<file path="src/rtl/fetch_pkg.sv">
`default_nettype none
// ============================================================================
//  Module      : fetch_pkg
//  Description : Shared widths and the FIFO entry type for the fetch queue.
//  Revision    : 1.0 - initial release
// ============================================================================
package fetch_pkg;

    localparam int PC_W    = 12;
    localparam int INSTR_W = 32;

    // One captured fetch: the instruction word tagged with the pc it came from.
    typedef struct packed {
        logic [PC_W-1:0]    pc;
        logic [INSTR_W-1:0] instr;
    } fetch_entry_t;

endpackage : fetch_pkg
`default_nettype wire

</file>
<file path="src/rtl/sync_fifo.sv">
`default_nettype none
// ============================================================================
//  Module      : sync_fifo
//  Description : Small single-clock FIFO with synchronous flush. Flush takes
//                priority over push and pop. Pointers wrap modulo DEPTH.
//  Revision    : 1.0 - initial release
// ============================================================================
module sync_fifo
    import fetch_pkg::*;
#(
    parameter int  DEPTH = 4,
    parameter type T     = fetch_entry_t
) (
    input  logic                   clk,
    input  logic                   reset_n,
    input  logic                   push_i,
    input  logic                   pop_i,
    input  logic                   flush_i,
    input  T                       wdata_i,
    output T                       rdata_o,
    output logic [$clog2(DEPTH):0] count_o,
    output logic                   empty_o,
    output logic                   full_o
);

    localparam int             AW      = $clog2(DEPTH);
    localparam logic [AW:0]    C_DEPTH = (AW+1)'(DEPTH);

    T              mem_q [DEPTH];
    logic [AW-1:0] rd_ptr_q, rd_ptr_d;
    logic [AW-1:0] wr_ptr_q, wr_ptr_d;
    logic [AW:0]   count_q,  count_d;
    logic          w_push;
    logic          w_pop;

    assign empty_o = (count_q == '0);
    assign full_o  = (count_q == C_DEPTH);
    assign count_o = count_q;
    assign rdata_o = mem_q[rd_ptr_q];

    // Requests that would overflow or underflow are ignored.
    assign w_push = push_i && !full_o;
    assign w_pop  = pop_i  && !empty_o;

    // Next pointer and occupancy; a flush clears everything regardless of push/pop.
    always_comb begin
        rd_ptr_d = rd_ptr_q;
        wr_ptr_d = wr_ptr_q;
        count_d  = count_q;
        if (flush_i) begin
            rd_ptr_d = '0;
            wr_ptr_d = '0;
            count_d  = '0;
        end else begin
            if (w_push) wr_ptr_d = wr_ptr_q + 1'b1;
            if (w_pop)  rd_ptr_d = rd_ptr_q + 1'b1;
            if (w_push && !w_pop)      count_d = count_q + 1'b1;
            else if (!w_push && w_pop) count_d = count_q - 1'b1;
        end
    end

    // Pointer and occupancy registers.
    always_ff @(posedge clk or negedge reset_n) begin
        if (!reset_n) begin
            rd_ptr_q <= '0;
            wr_ptr_q <= '0;
            count_q  <= '0;
        end else begin
            rd_ptr_q <= rd_ptr_d;
            wr_ptr_q <= wr_ptr_d;
            count_q  <= count_d;
        end
    end

    // Entry storage; cleared on reset so the head reads as zero while reset is held.
    always_ff @(posedge clk or negedge reset_n) begin
        if (!reset_n) begin
            for (int i = 0; i < DEPTH; i++) begin
                mem_q[i] <= '0;
            end
        end else if (w_push && !flush_i) begin
            mem_q[wr_ptr_q] <= wdata_i;
        end
    end

endmodule : sync_fifo
`default_nettype wire

</file>
<file path="src/rtl/fetch_queue.sv">
`default_nettype none
// ============================================================================
//  Module      : fetch_queue
//  Description : Issues instruction-memory reads under a credit scheme,
//                captures the 1-cycle-latency read data into a FIFO tagged
//                with its pc, and hands entries to decode via valid/ready.
//                A redirect passes through to the fetch unit and flushes
//                both the FIFO and any in-flight read.
//  Revision    : 1.0 - initial release
// ============================================================================
module fetch_queue #(
    parameter int PC_W    = fetch_pkg::PC_W,
    parameter int INSTR_W = fetch_pkg::INSTR_W,
    parameter int DEPTH   = 4
) (
    input  logic               clk,
    input  logic               reset_n,
    input  logic [PC_W-1:0]    pc_i,
    output logic               en_pc_o,
    output logic               en_new_pc_o,
    output logic [PC_W-1:0]    new_pc_o,
    output logic               imem_req_o,
    output logic [PC_W-1:0]    imem_addr_o,
    input  logic [INSTR_W-1:0] imem_rdata_i,
    input  logic               redirect_i,
    input  logic [PC_W-1:0]    redirect_pc_i,
    output logic               dec_valid_o,
    output logic [INSTR_W-1:0] dec_instr_o,
    output logic [PC_W-1:0]    dec_pc_o,
    input  logic               dec_ready_i
);

    localparam int          CW      = $clog2(DEPTH) + 1;
    localparam logic [CW:0] C_DEPTH = (CW+1)'(DEPTH);

    typedef struct packed {
        logic [PC_W-1:0]    pc;
        logic [INSTR_W-1:0] instr;
    } entry_t;

    logic            inflight_q,    inflight_d;
    logic [PC_W-1:0] inflight_pc_q, inflight_pc_d;

    logic [CW-1:0]   w_count;
    logic [CW:0]     w_used;
    logic            w_empty;
    logic            w_full;
    logic            w_issue;
    logic            w_push;
    logic            w_pop;
    entry_t          w_wentry;
    entry_t          w_head;

    // Credits count both stored entries and the read still in flight; a pop in
    // the same cycle is deliberately not credited so the FIFO can never overflow.
    assign w_used  = {1'b0, w_count} + {{CW{1'b0}}, inflight_q};
    assign w_issue = reset_n && !redirect_i && (w_used < C_DEPTH) && !w_full;

    assign imem_req_o  = w_issue;
    assign imem_addr_o = pc_i;
    assign en_pc_o     = w_issue;

    // Redirect is a combinational pass-through, held low while in reset.
    assign en_new_pc_o = reset_n && redirect_i;
    assign new_pc_o    = reset_n ? redirect_pc_i : '0;

    // Read data returns the cycle after issue; a redirect in that cycle discards it.
    assign w_push         = inflight_q && !redirect_i;
    assign w_wentry.pc    = inflight_pc_q;
    assign w_wentry.instr = imem_rdata_i;

    assign dec_valid_o = !w_empty && !redirect_i;
    assign dec_instr_o = w_head.instr;
    assign dec_pc_o    = w_head.pc;
    assign w_pop       = dec_valid_o && dec_ready_i;

    // In-flight tracking: set on an issue edge, cleared otherwise (including redirect).
    always_comb begin
        inflight_d    = w_issue;
        inflight_pc_d = inflight_pc_q;
        if (w_issue) inflight_pc_d = pc_i;
    end

    // In-flight read state register.
    always_ff @(posedge clk or negedge reset_n) begin
        if (!reset_n) begin
            inflight_q    <= 1'b0;
            inflight_pc_q <= '0;
        end else begin
            inflight_q    <= inflight_d;
            inflight_pc_q <= inflight_pc_d;
        end
    end

    sync_fifo #(
        .DEPTH (DEPTH),
        .T     (entry_t)
    ) u_fifo (
        .clk     (clk),
        .reset_n (reset_n),
        .push_i  (w_push),
        .pop_i   (w_pop),
        .flush_i (redirect_i),
        .wdata_i (w_wentry),
        .rdata_o (w_head),
        .count_o (w_count),
        .empty_o (w_empty),
        .full_o  (w_full)
    );

endmodule : fetch_queue
`default_nettype wire

</file>
<file path="config.mk">
export PLATFORM = sky130hd
export DESIGN_NAME = fetch_queue
export DESIGN_NICKNAME = d
export VERILOG_FILES = /design/src/rtl/fetch_pkg.sv /design/src/rtl/sync_fifo.sv /design/src/rtl/fetch_queue.sv
export SDC_FILE = /design/constraint.sdc
export NUM_CORES = 1
export LEC_CHECK = 0
export CAP_MARGIN = 5
export CORE_MARGIN = 4
export CORE_UTILIZATION = 59
export DETAILED_ROUTE_END_ITERATION = 16
export GPL_ROUTABILITY_DRIVEN = 0
export PLACE_DENSITY = 0.85
export SLEW_MARGIN = 20
export SYNTH_ARGS = -nofsm -noshare
export SYNTH_HDL_FRONTEND = slang
export SYNTH_HIERARCHICAL = 1
export SYNTH_SLANG_ARGS = --single-unit
export TNS_END_PERCENT = 100
</file>
<file path="constraint.sdc">
create_clock -name clk -period 5.7 [get_ports clk]
set_clock_uncertainty 0.1 [all_clocks]
set_input_delay 0.855 -clock clk [delete_from_list [all_inputs] [get_ports clk]]
set_output_delay 0.855 -clock clk [all_outputs]
set_load 0.05 [all_outputs]
</file>
# Yosys cells after proc, flatten, opt, wreduce, memory -nomap -nowiden
# Index checks and enable logic that the tools add are counted.
[word_totals]
regBits = 196
wordCells = 61
[op_classes]
add_sub_neg = 5
n_lt_le_gt_ge = 4
n_eq_ne = 1
muxes = 14
bitwise = 2
reduce_logical = 22
[op_table]
columns = ["operator", "count"]
rows = [
  ["bitwise mux 176 bit", 1],
  ["two-way mux 44 bit", 3],
  ["binary-select mux 44 bit (select 2 bit)", 1],
  ["demux 44 bit (select 2 bit)", 1],
  ["logical AND 1 bit", 13],
  ["two-way mux 12 bit", 1],
  ["two-way mux 3 bit", 3],
  ["two-way mux 2 bit", 4],
  ["greater-or-equal comparator 3 bit, second input constant", 2],
  ["inverter 2 -> 3 bit", 2],
  ["logical NOT 1 bit", 5],
  ["adder 2 x 1 -> 2 bit, second input constant", 2],
  ["adder 3 x 1 -> 4 bit", 1],
  ["< comparator 4 x 3 -> 1 bit, second input constant", 1],
  ["nonzero test 2 bit", 2],
  ["adder 3 x 1 -> 3 bit, second input constant", 1],
  ["== test 3 bit, second input constant", 1],
  ["logical NOT 3 bit", 1],
  ["< comparator 3 x 1 -> 1 bit, second input constant", 1],
  ["nonzero test 3 bit", 1],
  ["subtractor 3 x 1 -> 3 bit, second input constant", 1],
]

# Logic depth before layout (Yosys ltp)
[logic_depth]
ltp_word = 9
mapped_depth = 11
depth_no_buf = 9

# Hierarchy
# Netlist, hierarchy kept.
[by_module_without_submodules]
columns = ["module", "n_inst", "cells_per_inst", "area_per_inst_um2"]
rows = [
  ["sync_fifo", 1, 488, 8808.4],
  ["fetch_queue", 1, 60, 738.2],
]

# Worst setup path before layout
# OpenSTA, ideal clock, no wires.
[synth_timing]
kind = "input port to flip-flop"
start = "input redirect_i"
end = "register u_fifo.count_q[2] (netlist: u_fifo/count_o[2])"
setup_ps = 66
arrival_time_ps = 3384
required_ps = 5534
path_slack_ps = 2149
cell_stages = 9
n_path_buf = 1
path_cell_list = "nor2_1 -> and2_1 -> clkbuf_1 -> o21ai_0 -> and3_1 -> fa_1 -> and4bb_2 -> a311oi_1 -> o311a_1"
[synth_via]
elab_chain_len = 8
word_cells_on_any_way = 13
[synth_rtl]
columns = ["item", "line", "rtl"]
rows = [
  ["start: declaration", "fetch_queue.sv:25", "input logic redirect_i,"],
  ["logical NOT 1 bit *", "fetch_queue.sv:72", "assign dec_valid_o = !w_empty && !redirect_i;"],
  ["logical AND 1 bit *", "fetch_queue.sv:72", ""],
  ["logical AND 1 bit *", "fetch_queue.sv:75", "assign w_pop = dec_valid_o && dec_ready_i;"],
  ["named net w_pop", "fetch_queue.sv:50", "logic w_pop;"],
  ["logical AND 1 bit *", "sync_fifo.sv:43", "assign w_pop = pop_i && !empty_o;"],
  ["logical NOT 1 bit", "sync_fifo.sv:57", "if (w_push && !w_pop) count_d = count_q + 1'b1;"],
  ["logical AND 1 bit", "sync_fifo.sv:57", ""],
  ["two-way mux 3 bit", "sync_fifo.sv:57", ""],
  ["two-way mux 3 bit", "sync_fifo.sv:50", "if (flush_i) begin"],
  ["end signal: assignment", "sync_fifo.sv:71", "count_q <= count_d;"],
  ["end: declaration", "sync_fifo.sv:32", "logic [AW:0] count_q, count_d;"],
]
# The timed path passes the listed nets; every way through them passes the cells marked *.
# A chain may end at the register's enable or synchronous reset.

# Worst setup path in the final report
[layout_timing]
start = "input redirect_i"
end = "output en_pc_o"
[layout_via]
elab_chain_len = 4
[layout_rtl]
columns = ["item", "line", "rtl"]
rows = [
  ["logical NOT 1 bit", "fetch_queue.sv:57", "assign w_issue = reset_n && !redirect_i && (w_used < C_DEPTH) && !w_full;"],
  ["logical AND 1 bit (3 in a row)", "fetch_queue.sv:57", ""],
  ["end: declaration", "fetch_queue.sv:19", "output logic en_pc_o,"],
]
# No other way between the ends.

==> qor.csv <==
metric,value,unit
Non-Filler Instances,881,
Ports,132,
ratio of cells with drive above 1 in the final layout,41.4,%
die area,0.0183,mm2
worst-path cell chain,clkdlybuf4s50_1 -> nor4b_2 -> nand2_2 -> inv_1 -> clkdlybuf4s50_1,
Syn Area/Cell,17.4,um2
worst-skew pair later-pin latency,0.43,ns
status,"complete, no violations",
IO buf count,131,
global-route wire length before repair,30.9,mm
CP startpoint kind,input pin,
setup violators final,0,
Fin Setup TNS,0,ns
clock sinks,196,
fin nets,717,
"Buf+Inv Stages, Crit Path",3,
Multi-input gate area,0.00414,mm2
CP dominant cell by count,clkdlybuf4s50_1,
Post-Route WL,19.2,mm
clock tree buffer depth,2,
GRT Util Overall,22.0,%
Max-Slew Margin vs Limit,33.3,%
Die Y-Extent,135,um
Initial Utilization,60.1,%
register area,0.00491,mm2
cts repair resizes,0,
cell family with most CP delay,buffers and inverters,
Final Critical Period,4.18,ns
CTS tree,built,
HP Class,input pin to async pin,
Worst Setup End Kind,primary output,
Synthesized Nets,613,
Area Overhead vs Synth,18.6,%
Detail Placement HPWL,11.8,mm
Synth async-reset ratio,100,%
largest net degree at the start of global routing,85,
Antenna diodes,0,
vias per cell,5.74,
worst path arrival time,3.22,ns
Mapped Area,0.00955,mm2
cts bufs inserted,17,
initial antenna violation count,0,
Final Cycle Share,73.3,%
WS Path Type,input pin to primary output,
setup bufs post-CTS,0,
fillcell total,1029,
max-cap violations,0,
Yosys reg bits,196,
CP required,4.74,ns
htree depth,4,
Syn Inst Count,548,
vias in the first global route,5833,
ys flop type,dfrtp_1,
DRC Markers,0,
hold_ws,0.319,ns
maximum VDD drop,0.265,mV
Tot Pwr,4.36,mW
Initial DRT Pass Iterations,4,
core area,0.0159,mm2
final hold viol count,0,
Static Leak,5.47,nW
Vias,5055,
"slowest stage delay, CP",0.82,ns
hold buffer count at cts,0,
number of synthesized flops with an enable pin,0,
PwrDens,385,mW/mm2
slowest CP cell,clkdlybuf4s50_1,
fin. max-slew vios,0,
clock slew at reported path FFs,0.06,ns
max frequency,239,MHz
"leading cell type in the layout, fill and taps excluded",dfrtp_1,
gr ovfl total,0,
DRT antenna net count,0,
Yosys cell types,41,
register area share after synthesis,51.4,%
Std-Cell Rows,46,
RSZ-0062 raised after global routing,no,
"commonest non-fill, non-tap cells in the layout","dfrtp_1, mux2_4, clkdlybuf4s50_1",
die width,135,um
worst-path fanout max,14,
Inst Count DP,849,
Root Buffer,clkbuf_16,
Slew @ Worst Pin,1.00,ns
initial DRC count,227,
synth warn,6,
routed len/inst,21.7,um
[per-stage QoR]
stage               instance area (um2)  setup WS [ns]  utilization, %
floorplan                          9550           2.15               -
global placement                  10700           1.53            67.3
detailed placement                10700           1.38            67.3
CTS                               11300           1.51            71.3
global route                      11300           1.39            71.3
finish                            11300           1.52            71.3
[sequential cells by signal, indices dropped and copies added (netlist names)]
name,cells
inflight_pc_q,12
inflight_q,1
u_fifo/count_o,3
u_fifo/mem_q,176
u_fifo/rd_ptr_q,2
u_fifo/wr_ptr_q,2
[worst register-to-register path, stage by stage, from the launching register on]
cell and delay [ns]:
dfrtp_1 0.34, and2b_2 0.23, nor2b_1 0.66, nand3_4 0.88, mux2_4 0.63
[path summary, 6_finish.rpt]
check / start / to / slack (ns) / depth (start not counted)
min in group clk: u_fifo/mem_q[30]$_DFFE_PN0P_ / u_fifo/mem_q[30]$_DFFE_PN0P_ / 0.40 / 1
worst max-delay path: redirect_i / en_pc_o / 1.52 / 5
worst min register to register: u_fifo/mem_q[30]$_DFFE_PN0P_ / u_fifo/mem_q[30]$_DFFE_PN0P_ / 0.40 / 1
max in group asynchronous: reset_n / u_fifo/mem_q[166]$_DFFE_PN0P_ / 3.38 / 3
worst max register to register: inflight_q$_DFF_PN0_ / u_fifo/mem_q[147]$_DFFE_PN0P_ / 2.73 / 4
worst min-delay path: reset_n / u_fifo/mem_q[9]$_DFFE_PN0P_ / 0.32 / 1
[layer usage]
layer	track usage, %	share of wire (%)	vias to the layer above
met5	0	0	-
met4	6.66	1.2	0
met3	4.49	3.8	17
met2	36.5	51	124
met1	29.6	44	2719
li1	-	-	2195
[cells by family (layout without fill, tap and decap cells)]
group                    after synthesis  in the layout  synth area share (%)
XOR/XNOR                               2              2                 0.184
multiplexers                         235            235                  38.3
buffers and inverters                 57            174                  5.26
adder cells (fa/ha/maj)                5              5                 0.734
AND/OR/NAND/NOR                       39             39                  3.01
AO/OA/AOI/OAI                         14             14                  1.09
flip-flops                           196            196                  51.4
[cell usage after synthesis (all sizes together), types with 2 or more instances]
library cell | n | area, um2
o21ai | 3 | 15.0
buf | 42 | 445
and2 | 14 | 88.8
mux2 | 189 | 2650
xor2 | 2 | 17.5
nor2 | 8 | 30.0
nand3b | 2 | 15.0
clkbuf | 7 | 26.3
nand3 | 7 | 85.1
mux4 | 44 | 991
mux2i | 2 | 20.0
o31ai | 2 | 15.0
dfrtp | 196 | 4900
inv | 8 | 30.0
a21oi | 2 | 10.0
ha | 4 | 50.1
[power breakdown]
| group | leakage, nW | switching, mW | internal (mW) |
|---|---|---|---|
| Combinational | 2.56 | 0.742 | 0.636 |
| Sequential | 2.61 | 0.143 | 1.59 |
| Clock | 0.299 | 0.516 | 0.740 |
| Total | 5.47 | 1.40 | 2.96 |
[final cells by class]
cell class	count	area share, %
Inverter	8	0.265
Clock buffer	22	4.28
Clock inverter	10	1.30
Multi-Input combinational cell	295	36.6
Timing Repair Buffer	134	11.8
Sequential cell	196	43.4
Tap cell	216	2.39
Power figures use the tool's default switching activity.
